**config.mk**
```make
export PLATFORM = sky130hd
export DESIGN_NAME = axi_mgr_cmd
export DESIGN_NICKNAME = d
export VERILOG_FILES = /design/src/rtl/axi_mgr_cmd.sv
export SDC_FILE = /design/constraint.sdc
export NUM_CORES = 1
export LEC_CHECK = 0
export BUFFER_PORTS_ARGS = -buffer_cell sky130_fd_sc_hd__buf_2
export CAP_MARGIN = 20
export CORE_AREA = 2 2 75 77
export DETAILED_ROUTE_END_ITERATION = 10
export DIE_AREA = 0 0 77 79
export HOLD_SLACK_MARGIN = 0.03
export PLACE_DENSITY = 0.78
export SLEW_MARGIN = 15
export SYNTH_ARGS = -nofsm -noshare
export SYNTH_HDL_FRONTEND = slang
export SYNTH_SLANG_ARGS = --single-unit
```
**constraint.sdc**
```tcl
create_clock -name s_axi_clk -period 2.4 [get_ports s_axi_clk]
set_clock_uncertainty 0.2 [all_clocks]
set_input_delay 0.48 -clock s_axi_clk [delete_from_list [all_inputs] [get_ports s_axi_clk]]
set_output_delay 0.48 -clock s_axi_clk [all_outputs]
set_load 0.005 [all_outputs]
```
**src/rtl/axi_mgr_cmd.sv**
```systemverilog
// axi_mgr_cmd: single-outstanding AXI manager. Each accepted command becomes
// one single-beat AXI write (AW+W+B) or read (AR+R), followed by a one-cycle
// response pulse.
// Optional build macro: AXI_MGR_TIMEOUT_EN adds a per-transaction watchdog
// that abandons a stalled transaction with rsp_resp=2'b11.
module axi_mgr_cmd #(
  parameter int DATA_WIDTH     = 8,
  parameter int ADDR_WIDTH     = 8,
  parameter int TIMEOUT_CYCLES = 255
) (
  input  logic                  s_axi_clk,
  input  logic                  s_axi_resetn,
  input  logic                  cmd_valid,
  output logic                  cmd_ready,
  input  logic                  cmd_write,
  input  logic [ADDR_WIDTH-1:0] cmd_addr,
  input  logic [DATA_WIDTH-1:0] cmd_wdata,
  output logic                  rsp_valid,
  output logic                  rsp_write,
  output logic [DATA_WIDTH-1:0] rsp_rdata,
  output logic [1:0]            rsp_resp,
  output logic [ADDR_WIDTH-1:0] m_axi_awaddr,
  output logic                  m_axi_awvalid,
  input  logic                  m_axi_awready,
  output logic [DATA_WIDTH-1:0] m_axi_wdata,
  output logic                  m_axi_wvalid,
  input  logic                  m_axi_wready,
  output logic                  m_axi_wlast,
  input  logic [1:0]            m_axi_bresp,
  input  logic                  m_axi_bvalid,
  output logic                  m_axi_bready,
  output logic [ADDR_WIDTH-1:0] m_axi_araddr,
  output logic                  m_axi_arvalid,
  input  logic                  m_axi_arready,
  input  logic [DATA_WIDTH-1:0] m_axi_rdata,
  input  logic [1:0]            m_axi_rresp,
  input  logic                  m_axi_rlast,
  input  logic                  m_axi_rvalid,
  output logic                  m_axi_rready
);

  typedef enum logic [2:0] {IDLE, WR_REQ, WR_RESP, RD_REQ, RD_DATA, RSP} state_t;

  state_t state;
  logic   aw_done;
  logic   w_done;
  logic   aw_hs;
  logic   w_hs;

`ifdef AXI_MGR_TIMEOUT_EN
  logic [15:0] tmo_cnt;
`endif

  // Command side is only open in IDLE and never while reset is held.
  assign cmd_ready = (state == IDLE) && s_axi_resetn;

  // Single-beat writes: the only beat is always the last one.
  assign m_axi_wlast = m_axi_wvalid;

  assign aw_hs = m_axi_awvalid && m_axi_awready;
  assign w_hs  = m_axi_wvalid && m_axi_wready;

  // Transaction sequencer with registered AXI and response outputs.
  always_ff @(posedge s_axi_clk or negedge s_axi_resetn) begin
    if (!s_axi_resetn) begin
      state         <= IDLE;
      aw_done       <= 1'b0;
      w_done        <= 1'b0;
      m_axi_awaddr  <= '0;
      m_axi_awvalid <= 1'b0;
      m_axi_wdata   <= '0;
      m_axi_wvalid  <= 1'b0;
      m_axi_bready  <= 1'b0;
      m_axi_araddr  <= '0;
      m_axi_arvalid <= 1'b0;
      m_axi_rready  <= 1'b0;
      rsp_valid     <= 1'b0;
      rsp_write     <= 1'b0;
      rsp_rdata     <= '0;
      rsp_resp      <= '0;
`ifdef AXI_MGR_TIMEOUT_EN
      tmo_cnt       <= '0;
`endif
    end else begin
      case (state)
        IDLE: begin
          if (cmd_valid) begin
`ifdef AXI_MGR_TIMEOUT_EN
            tmo_cnt <= '0;
`endif
            if (cmd_write) begin
              m_axi_awaddr  <= cmd_addr;
              m_axi_wdata   <= cmd_wdata;
              m_axi_awvalid <= 1'b1;
              m_axi_wvalid  <= 1'b1;
              aw_done       <= 1'b0;
              w_done        <= 1'b0;
              state         <= WR_REQ;
            end else begin
              m_axi_araddr  <= cmd_addr;
              m_axi_arvalid <= 1'b1;
              state         <= RD_REQ;
            end
          end
        end
        WR_REQ: begin
          if (aw_hs) begin
            m_axi_awvalid <= 1'b0;
            aw_done       <= 1'b1;
          end
          if (w_hs) begin
            m_axi_wvalid <= 1'b0;
            w_done       <= 1'b1;
          end
          if ((aw_done || aw_hs) && (w_done || w_hs)) begin
            m_axi_bready <= 1'b1;
            state        <= WR_RESP;
          end
        end
        WR_RESP: begin
          if (m_axi_bvalid) begin
            m_axi_bready <= 1'b0;
            rsp_write    <= 1'b1;
            rsp_rdata    <= '0;
            rsp_resp     <= m_axi_bresp;
            rsp_valid    <= 1'b1;
            state        <= RSP;
          end
        end
        RD_REQ: begin
          if (m_axi_arready) begin
            m_axi_arvalid <= 1'b0;
            m_axi_rready  <= 1'b1;
            state         <= RD_DATA;
          end
        end
        RD_DATA: begin
          if (m_axi_rvalid) begin
            m_axi_rready <= 1'b0;
            rsp_write    <= 1'b0;
            rsp_rdata    <= m_axi_rdata;
            rsp_resp     <= m_axi_rlast ? m_axi_rresp : 2'b10;
            rsp_valid    <= 1'b1;
            state        <= RSP;
          end
        end
        RSP: begin
          rsp_valid <= 1'b0;
          state     <= IDLE;
        end
        default: state <= IDLE;
      endcase
`ifdef AXI_MGR_TIMEOUT_EN
      // Placed after the case so an expiring watchdog overrides any
      // same-cycle handshake progress.
      if (state == WR_REQ || state == WR_RESP || state == RD_REQ || state == RD_DATA) begin
        if (tmo_cnt == 16'(TIMEOUT_CYCLES - 1)) begin
          m_axi_awvalid <= 1'b0;
          m_axi_wvalid  <= 1'b0;
          m_axi_bready  <= 1'b0;
          m_axi_arvalid <= 1'b0;
          m_axi_rready  <= 1'b0;
          rsp_write     <= (state == WR_REQ) || (state == WR_RESP);
          rsp_rdata     <= '0;
          rsp_resp      <= 2'b11;
          rsp_valid     <= 1'b1;
          state         <= RSP;
        end else begin
          tmo_cnt <= tmo_cnt + 16'd1;
        end
      end
`endif
    end
  end

endmodule

```
==> out/metrics.cfg, run 1 <==
[outcome]
outcome = completed

[clocking]
tritoncts = built
cts_root_buf = clkbuf_8
cts.sinks = 46
post-cts-setup-buffers = 0
cts_resized = 0
numCtsBuffers = 5
clk-insertion-delay-late_ns = 0.29
h-tree-depth = 2
hold_buffers = 0
clk_pin_slew_ns = 0.08
cts_buffer_depth = 2

[global_routing]
overflow = 0
grt_antenna_before_repair = 0
grt_pass1_wl_um = 7040
grt_start_max_net_pins = 47
grt_pass1_vias = 1515
track_usage = 0.143

[detailed_routing]
num_vias = 1540
drtAntennaViolNets = 0
avgRoutedWirePerCell_um = 13.4
vias_per_cell = 4.89
drt-total-wl_um = 4240
dr.pass1.iters = 4
drc = 0
drtIter0Drc = 66

[timing]
hold_viol_final = 0
maxSlewViolCount = 0
tightest_slew_ns = 0.571
fmax_mhz = 486
tns_ns = 0
fin_ws_ns = 0.340
rsz0062_at_grt = no
max_slew_margin = 0.619
finalCritPeriodShare = 0.858
setup_viol = 0
fin_crit_ns = 2.06

[logic_synthesis]
yosysTopAreaCellShare = 0.567
synth_mux_area_frac = 0.157
synth.area.top_cells = dfrtp_1 57%, mux2_2 7.8%, mux2_4 7.4%, a22o_1 3.9%, a21oi_1 3.2%
synth-xor-area-share = 0
synth_simple_gate_area_share = 0.107
avgSynthCellArea_um2 = 12.6
netlist_area_um2 = 2030
syn_inst = 161
synth_warnings = 0
synth_seq_area_share = 0.567
synthAdderAreaFrac = 0
synth_top_area_cell = dfrtp_1
synth_compound_area_frac = 0.126
synth.distinct_cells = 33
postSynthNetCount = 199
ys_ff_latch = 46
synth_top_family_by_area = multiplexers

[setup_path]
critical-path-top-delay-family = flip-flops
end_kind = output pin
crit_buf_inv = 1
critical_path.slowest_cell = dfrtp_1
path_cells = nor3_4 -> and2_1 -> buf_2
slowest_delay_ns = 0.56
worst-setup-path-type = register to output pin
crit_fanout = 15
crit_arrival_ns = 1.38
worst-endpoint-required_ns = 1.72
start_kind = register

[power]
ir_worst_vdd_mv = 0.440
sw_frac_of_total = 0.302
p_int_w = 0.00194
p_switching_w = 0.000839
p_comb_frac = 0.348
finalPower_w = 0.00278
p_per_area_nw_per_um2 = 1080
p_clk_frac = 0.202
seq_power_share = 0.450
p_leak_nw = 1.32

[floorplan]
die_area_um2 = 6080
die_w_um = 77
initial_core_util = 0.380
top_level_ports = 81
fp.dieH_um = 79
rows = 27
design.core.area_um2 = 5340

[layout]
layout_common_cells = 80 x buf_2, 46 x dfrtp_1, 14 x mux2_2
area_growth_pct = 26.8
fill_cells = 530
layout_commonest_cell = buf_2
nets = 280
n_antenna_cell = 0
design_area_um2 = 2570
drive_gt1_frac = 0.481

[hold_path]
hp-class = primary input to asynchronous set/reset pin

[placed_design]
io_buffers = 80
gpl.final_weighted_congestion = 0.803
dp_worst_setup_slack_ns = 0.473
placed_area_um2 = 2470
dp_hpwl_um = 3030

[job]
drv_cap = 0

-- layer usage --
layer,up-vias,routed length [µm],global-route usage,part of all wire
li1,747,-,-,-
met1,732,1990,0.193,0.47
met2,55,1970,0.235,0.47
met3,6,232,0.0284,0.055
met4,0,40,0.0429,0.0094
met5,-,0,0,0
-- cells by family (layout without fill, tap and decap cells) --
family,count (synthesis),in the layout
flops,46,46
mux,25,25
simple gates,39,39
buf+inv,11,93
compound gates,40,40
-- worst register-to-register path, cell delays in order, from the launching register on --
cell and delay (ns):
dfrtp_1 0.56, nor3_4 0.23, and3_1 0.18, buf_4 0.27, mux2_2 0.38
-- per-stage QoR --
stage	cells	utilization	hold slack, ns
6_report	315	0.482	0.126
5_1_grt	315	0.482	0.170
4_1_cts	315	0.482	0.146
3_5_place_dp	307	0.462	0.266
3_3_place_gp	307	0.462	0.263
2_1_floorplan	161	-	-0.0156
-- flip-flops by register name (all words and copies together) (netlist names), 2 cells and up --
name,count
m_axi_wdata,8
m_axi_awaddr,8
state,3
rsp_resp,2
m_axi_araddr,8
rsp_rdata,8
-- path summary, 6_finish.rpt --
path / cells after the start / endpoint / slack [ns] / startpoint
worst max register to register: 4 / m_axi_awaddr[5] / 0.47 / state[1]
min in group s_axi_clk: 2 / m_axi_wdata[1] / 0.22 / cmd_wdata[1]
worst max-delay path: 3 / cmd_ready / 0.34 / state[1]
max in group asynchronous: 2 / m_axi_wdata[6] / 1.48 / s_axi_resetn
worst min-delay path: 2 / state[2] / 0.13 / s_axi_resetn
worst min register to register: 2 / rsp_resp[0] / 0.28 / rsp_resp[0]
-- power groups by stage --
stage / clock network (W) / registers, W / logic [W]
finish: 0.000560 / 0.00125 / 0.000968
global route: 0.000604 / 0.00130 / 0.00108
CTS: 0.000578 / 0.00125 / 0.000985
detailed placement: 0 / 0.00127 / 0.000982
global placement: 0 / 0.00126 / 0.000948
floorplan: 0 / 0.00127 / 0.000570
-- cell usage after synthesis --
| master | n |
|---|---|
| mux2_4 | 10 |
| mux2i_1 | 1 |
| buf_2 | 2 |
| dfrtp_1 | 46 |
| buf_6 | 2 |
| nor3_1 | 1 |
| buf_4 | 3 |
| nor2_2 | 1 |
| a2bb2oi_1 | 1 |
| a22o_1 | 9 |
| nor2_1 | 8 |
| and3b_1 | 1 |
| o21bai_1 | 1 |
| a31oi_1 | 7 |
| o21ai_0 | 6 |
| or4_1 | 1 |
| a21oi_1 | 13 |
| clkbuf_1 | 2 |
| buf_12 | 1 |
| nor3b_1 | 3 |
| and4_1 | 1 |
| nand2b_1 | 1 |
| and3_1 | 2 |
| nand2_1 | 11 |
| nand3b_1 | 2 |
| nand3_1 | 4 |
| inv_1 | 1 |
| and2_1 | 1 |
| nand3b_2 | 1 |
| o31ai_1 | 1 |
| mux2_2 | 14 |
| nor3_4 | 1 |
| a21o_1 | 2 |
-- layout make-up --
| class | count | area (µm²) | area share |
|---|---|---|---|
| clock inverter | 1 | 30.0 | 0.0117 |
| tap | 72 | 90.1 | 0.0350 |
| inverter | 1 | 3.75 | 0.00146 |
| multi-input combinational | 104 | 792 | 0.308 |
| timing repair buffer | 84 | 430 | 0.167 |
| clock buffer | 7 | 76.3 | 0.0297 |
| sequential | 46 | 1150 | 0.447 |
Note: power is estimated with default switching activity, not from simulation.
==> run 2, diff against run 1 <==
--- a/config.mk
+++ b/config.mk
@@ -5,13 +5,15 @@
 export SDC_FILE = /design/constraint.sdc
 export NUM_CORES = 1
 export LEC_CHECK = 0
+export ABC_AREA = 1
 export BUFFER_PORTS_ARGS = -buffer_cell sky130_fd_sc_hd__buf_2
 export CAP_MARGIN = 20
-export CORE_AREA = 2 2 75 77
+export CORE_AREA = 2 2 74 76
 export DETAILED_ROUTE_END_ITERATION = 10
-export DIE_AREA = 0 0 77 79
+export DIE_AREA = 0 0 76 78
 export HOLD_SLACK_MARGIN = 0.03
-export PLACE_DENSITY = 0.78
+export PLACE_DENSITY = 0.79
+export SETUP_SLACK_MARGIN = 0.02
 export SLEW_MARGIN = 15
 export SYNTH_ARGS = -nofsm -noshare
 export SYNTH_HDL_FRONTEND = slang
==> out/metrics.cfg, run 2 <==
[outcome]
outcome = completed

[clocking]
numCtsBuffers = 5
h-tree-depth = 2
cts_buffer_depth = 2
cts_resized = 0
cts_root_buf = clkbuf_8
clk-insertion-delay-late_ns = 0.29
cts.sinks = 46
clk_pin_slew_ns = 0.09
hold_buffers = 0
tritoncts = built
post-cts-setup-buffers = 0

[setup_path]
startpoint = state[0]
worst-endpoint-required_ns = 1.72
ff2ff_path_depth = 5
path_cells = nor2_4 -> nand2_1 -> nor2_1 -> buf_2
timing.rr.start = state[2]
critical-path-top-delay-family = flip-flops
start_kind = register
crit_end = cmd_ready
crit_fanout = 6
rr_endpoint = m_axi_wdata[2]
cp.depth = 4
crit_arrival_ns = 1.26
end_kind = output pin
crit_buf_inv = 1
critical_path.slowest_cell = dfrtp_1
ff2ff_setup_slack_ns = 0.77
slowest_delay_ns = 0.48
worst-setup-path-type = register to output pin

[power]
p_per_area_nw_per_um2 = 1210
finalPower_w = 0.00312
p_comb_frac = 0.359
ir_worst_vdd_mv = 0.584
p_int_w = 0.00201
p_clk_frac = 0.216
p_leak_nw = 1.53
seq_power_share = 0.425
sw_frac_of_total = 0.356
p_switching_w = 0.00111

[detailed_routing]
avgRoutedWirePerCell_um = 10.7
drc = 0
drtAntennaViolNets = 0
drtIter0Drc = 76
drt-total-wl_um = 4180
vias_per_cell = 4.40
dr.pass1.iters = 4
num_vias = 1710

[timing]
setup_viol = 0
tightest_slew_ns = 0.559
rsz0062_at_grt = no
max_slew_margin = 0.627
hold_viol_final = 0
tns_ns = 0
fmax_mhz = 516
maxSlewViolCount = 0
fin_crit_ns = 1.94
finalCritPeriodShare = 0.807

[logic_synthesis]
syn_inst = 236
avgSynthCellArea_um2 = 8.43
yosys-top-cells-count = 93 x nand2_1, 46 x dfrtp_1, 30 x inv_1, 30 x o21ai_0, 8 x nand3_1
synth-xor-area-share = 0
synth_simple_gate_area_share = 0.256
synth_top_family_by_area = simple AND/OR/NAND/NOR gates
yosysMostFrequentCell = nand2_1
synth.area.top_cells = dfrtp_1 58%, nand2_1 18%, o21ai_0 7.5%, inv_1 5.7%, nand3_1 2.0%
postSynthNetCount = 274
synth_compound_area_frac = 0.0830
netlist_area_um2 = 1990
synth_seq_area_share = 0.578
synth_mux_area_frac = 0
synth_top_area_cell = dfrtp_1
synthArstFlopShare = 1.00
ys_ff_latch = 46
synth.distinct_cells = 18
synth_warnings = 0
synth-edff-count = 0
ys.flop_type = dfrtp_1
yosysTopAreaCellShare = 0.578
synthAdderAreaFrac = 0

[global_routing]
grt_antenna_before_repair = 0
grt_pass1_wl_um = 7380
grt_pass1_vias = 1664
grt_start_max_net_pins = 47
track_usage = 0.155
overflow = 0

[placed_design]
placed_area_um2 = 2450
dpl.cell_count = 381
dp_hpwl_um = 3180
io_buffers = 80
gpl.final_weighted_congestion = 0.824

[floorplan]
top_level_ports = 81
fp.dieH_um = 78
initial_core_util = 0.395
die_area_um2 = 5930
design.core.area_um2 = 5040
rows = 26
die_w_um = 76

[layout]
drive_gt1_frac = 0.317
fill_cells = 487
n_antenna_cell = 0
multi_input_area_um2 = 676
fin_util = 0.513
area_growth_pct = 30.0
layout_commonest_cell = nand2_1
layout_common_cells = 93 x nand2_1, 80 x buf_2, 46 x dfrtp_1
nets = 356
final_cells = 389
design_area_um2 = 2590
regArea_um2 = 1150

[hold_path]
hp-class = primary input to asynchronous set/reset pin

[job]
drv_cap = 0

run 2: changes by cell type in the layout (fill, tap and decap cells not counted), sizes merged, moves of 4 or more:
| cell | before | now |
|---|---|---|
| o21ai | 6 | 32 |
| mux2 | 24 | 0 |
| inv | 1 | 32 |
| nand4 | 0 | 4 |
| a21oi | 13 | 1 |
| a31oi | 7 | 0 |
| a22o | 9 | 0 |
| nand2 | 11 | 96 |
| nand3 | 4 | 8 |
run 2: cell type report:
class	instances	share of cell area
sequential	46	0.445
multi-input combinational	151	0.261
timing repair buffer	82	0.161
inverter	32	0.0464
tap	70	0.0338
clock buffer	5	0.0266
clock inverter	3	0.0266
run 2: worst min path at each step:
stage | slack, ns | to
3_3_place_gp | 0.25 | rsp_rdata[3]
2_1_floorplan | -0.02 | aw_done
5_1_grt | 0.12 | rsp_rdata[3]
3_5_place_dp | 0.26 | rsp_rdata[5]
6_report | 0.07 | rsp_resp[1]
4_1_cts | 0.09 | rsp_valid
run 2: kinds of logic (layout without fill, tap and decap cells):
kind of cell,after synthesis,in the layout
DFF,46,46
and+or+nand+nor,118,118
buffers and inverters,39,122
AOI/OAI and AO/OA,33,33
run 2: power by group through the flow:
stage                     clock (W)  combinational [W]  sequential [W]
after floorplan                   0           0.000674         0.00133
after global placement            0            0.00111         0.00132
after detailed placement          0            0.00115         0.00133
after CTS                  0.000696            0.00115         0.00133
after global routing       0.000734            0.00131         0.00137
final                      0.000675            0.00112         0.00133
run 2: metrics by stage:
stage,setup WS (ns),hold WS (ns)
2_1_floorplan,0.881,-0.0156
3_3_place_gp,0.780,0.248
3_5_place_dp,0.720,0.255
4_1_cts,0.448,0.0932
5_1_grt,0.310,0.119
6_report,0.463,0.0669
run 2: metal layers:
| layer | part of all wire | vias up | wire length [µm] | GRT usage |
|---|---|---|---|---|
| met5 | 0 | - | 0 | 0 |
| li1 | - | 889 | - | - |
| met1 | 0.46 | 754 | 1930 | 0.190 |
| met3 | 0.069 | 2 | 287 | 0.0453 |
| met2 | 0.47 | 65 | 1940 | 0.269 |
| met4 | 0.0041 | 0 | 17 | 0.0382 |
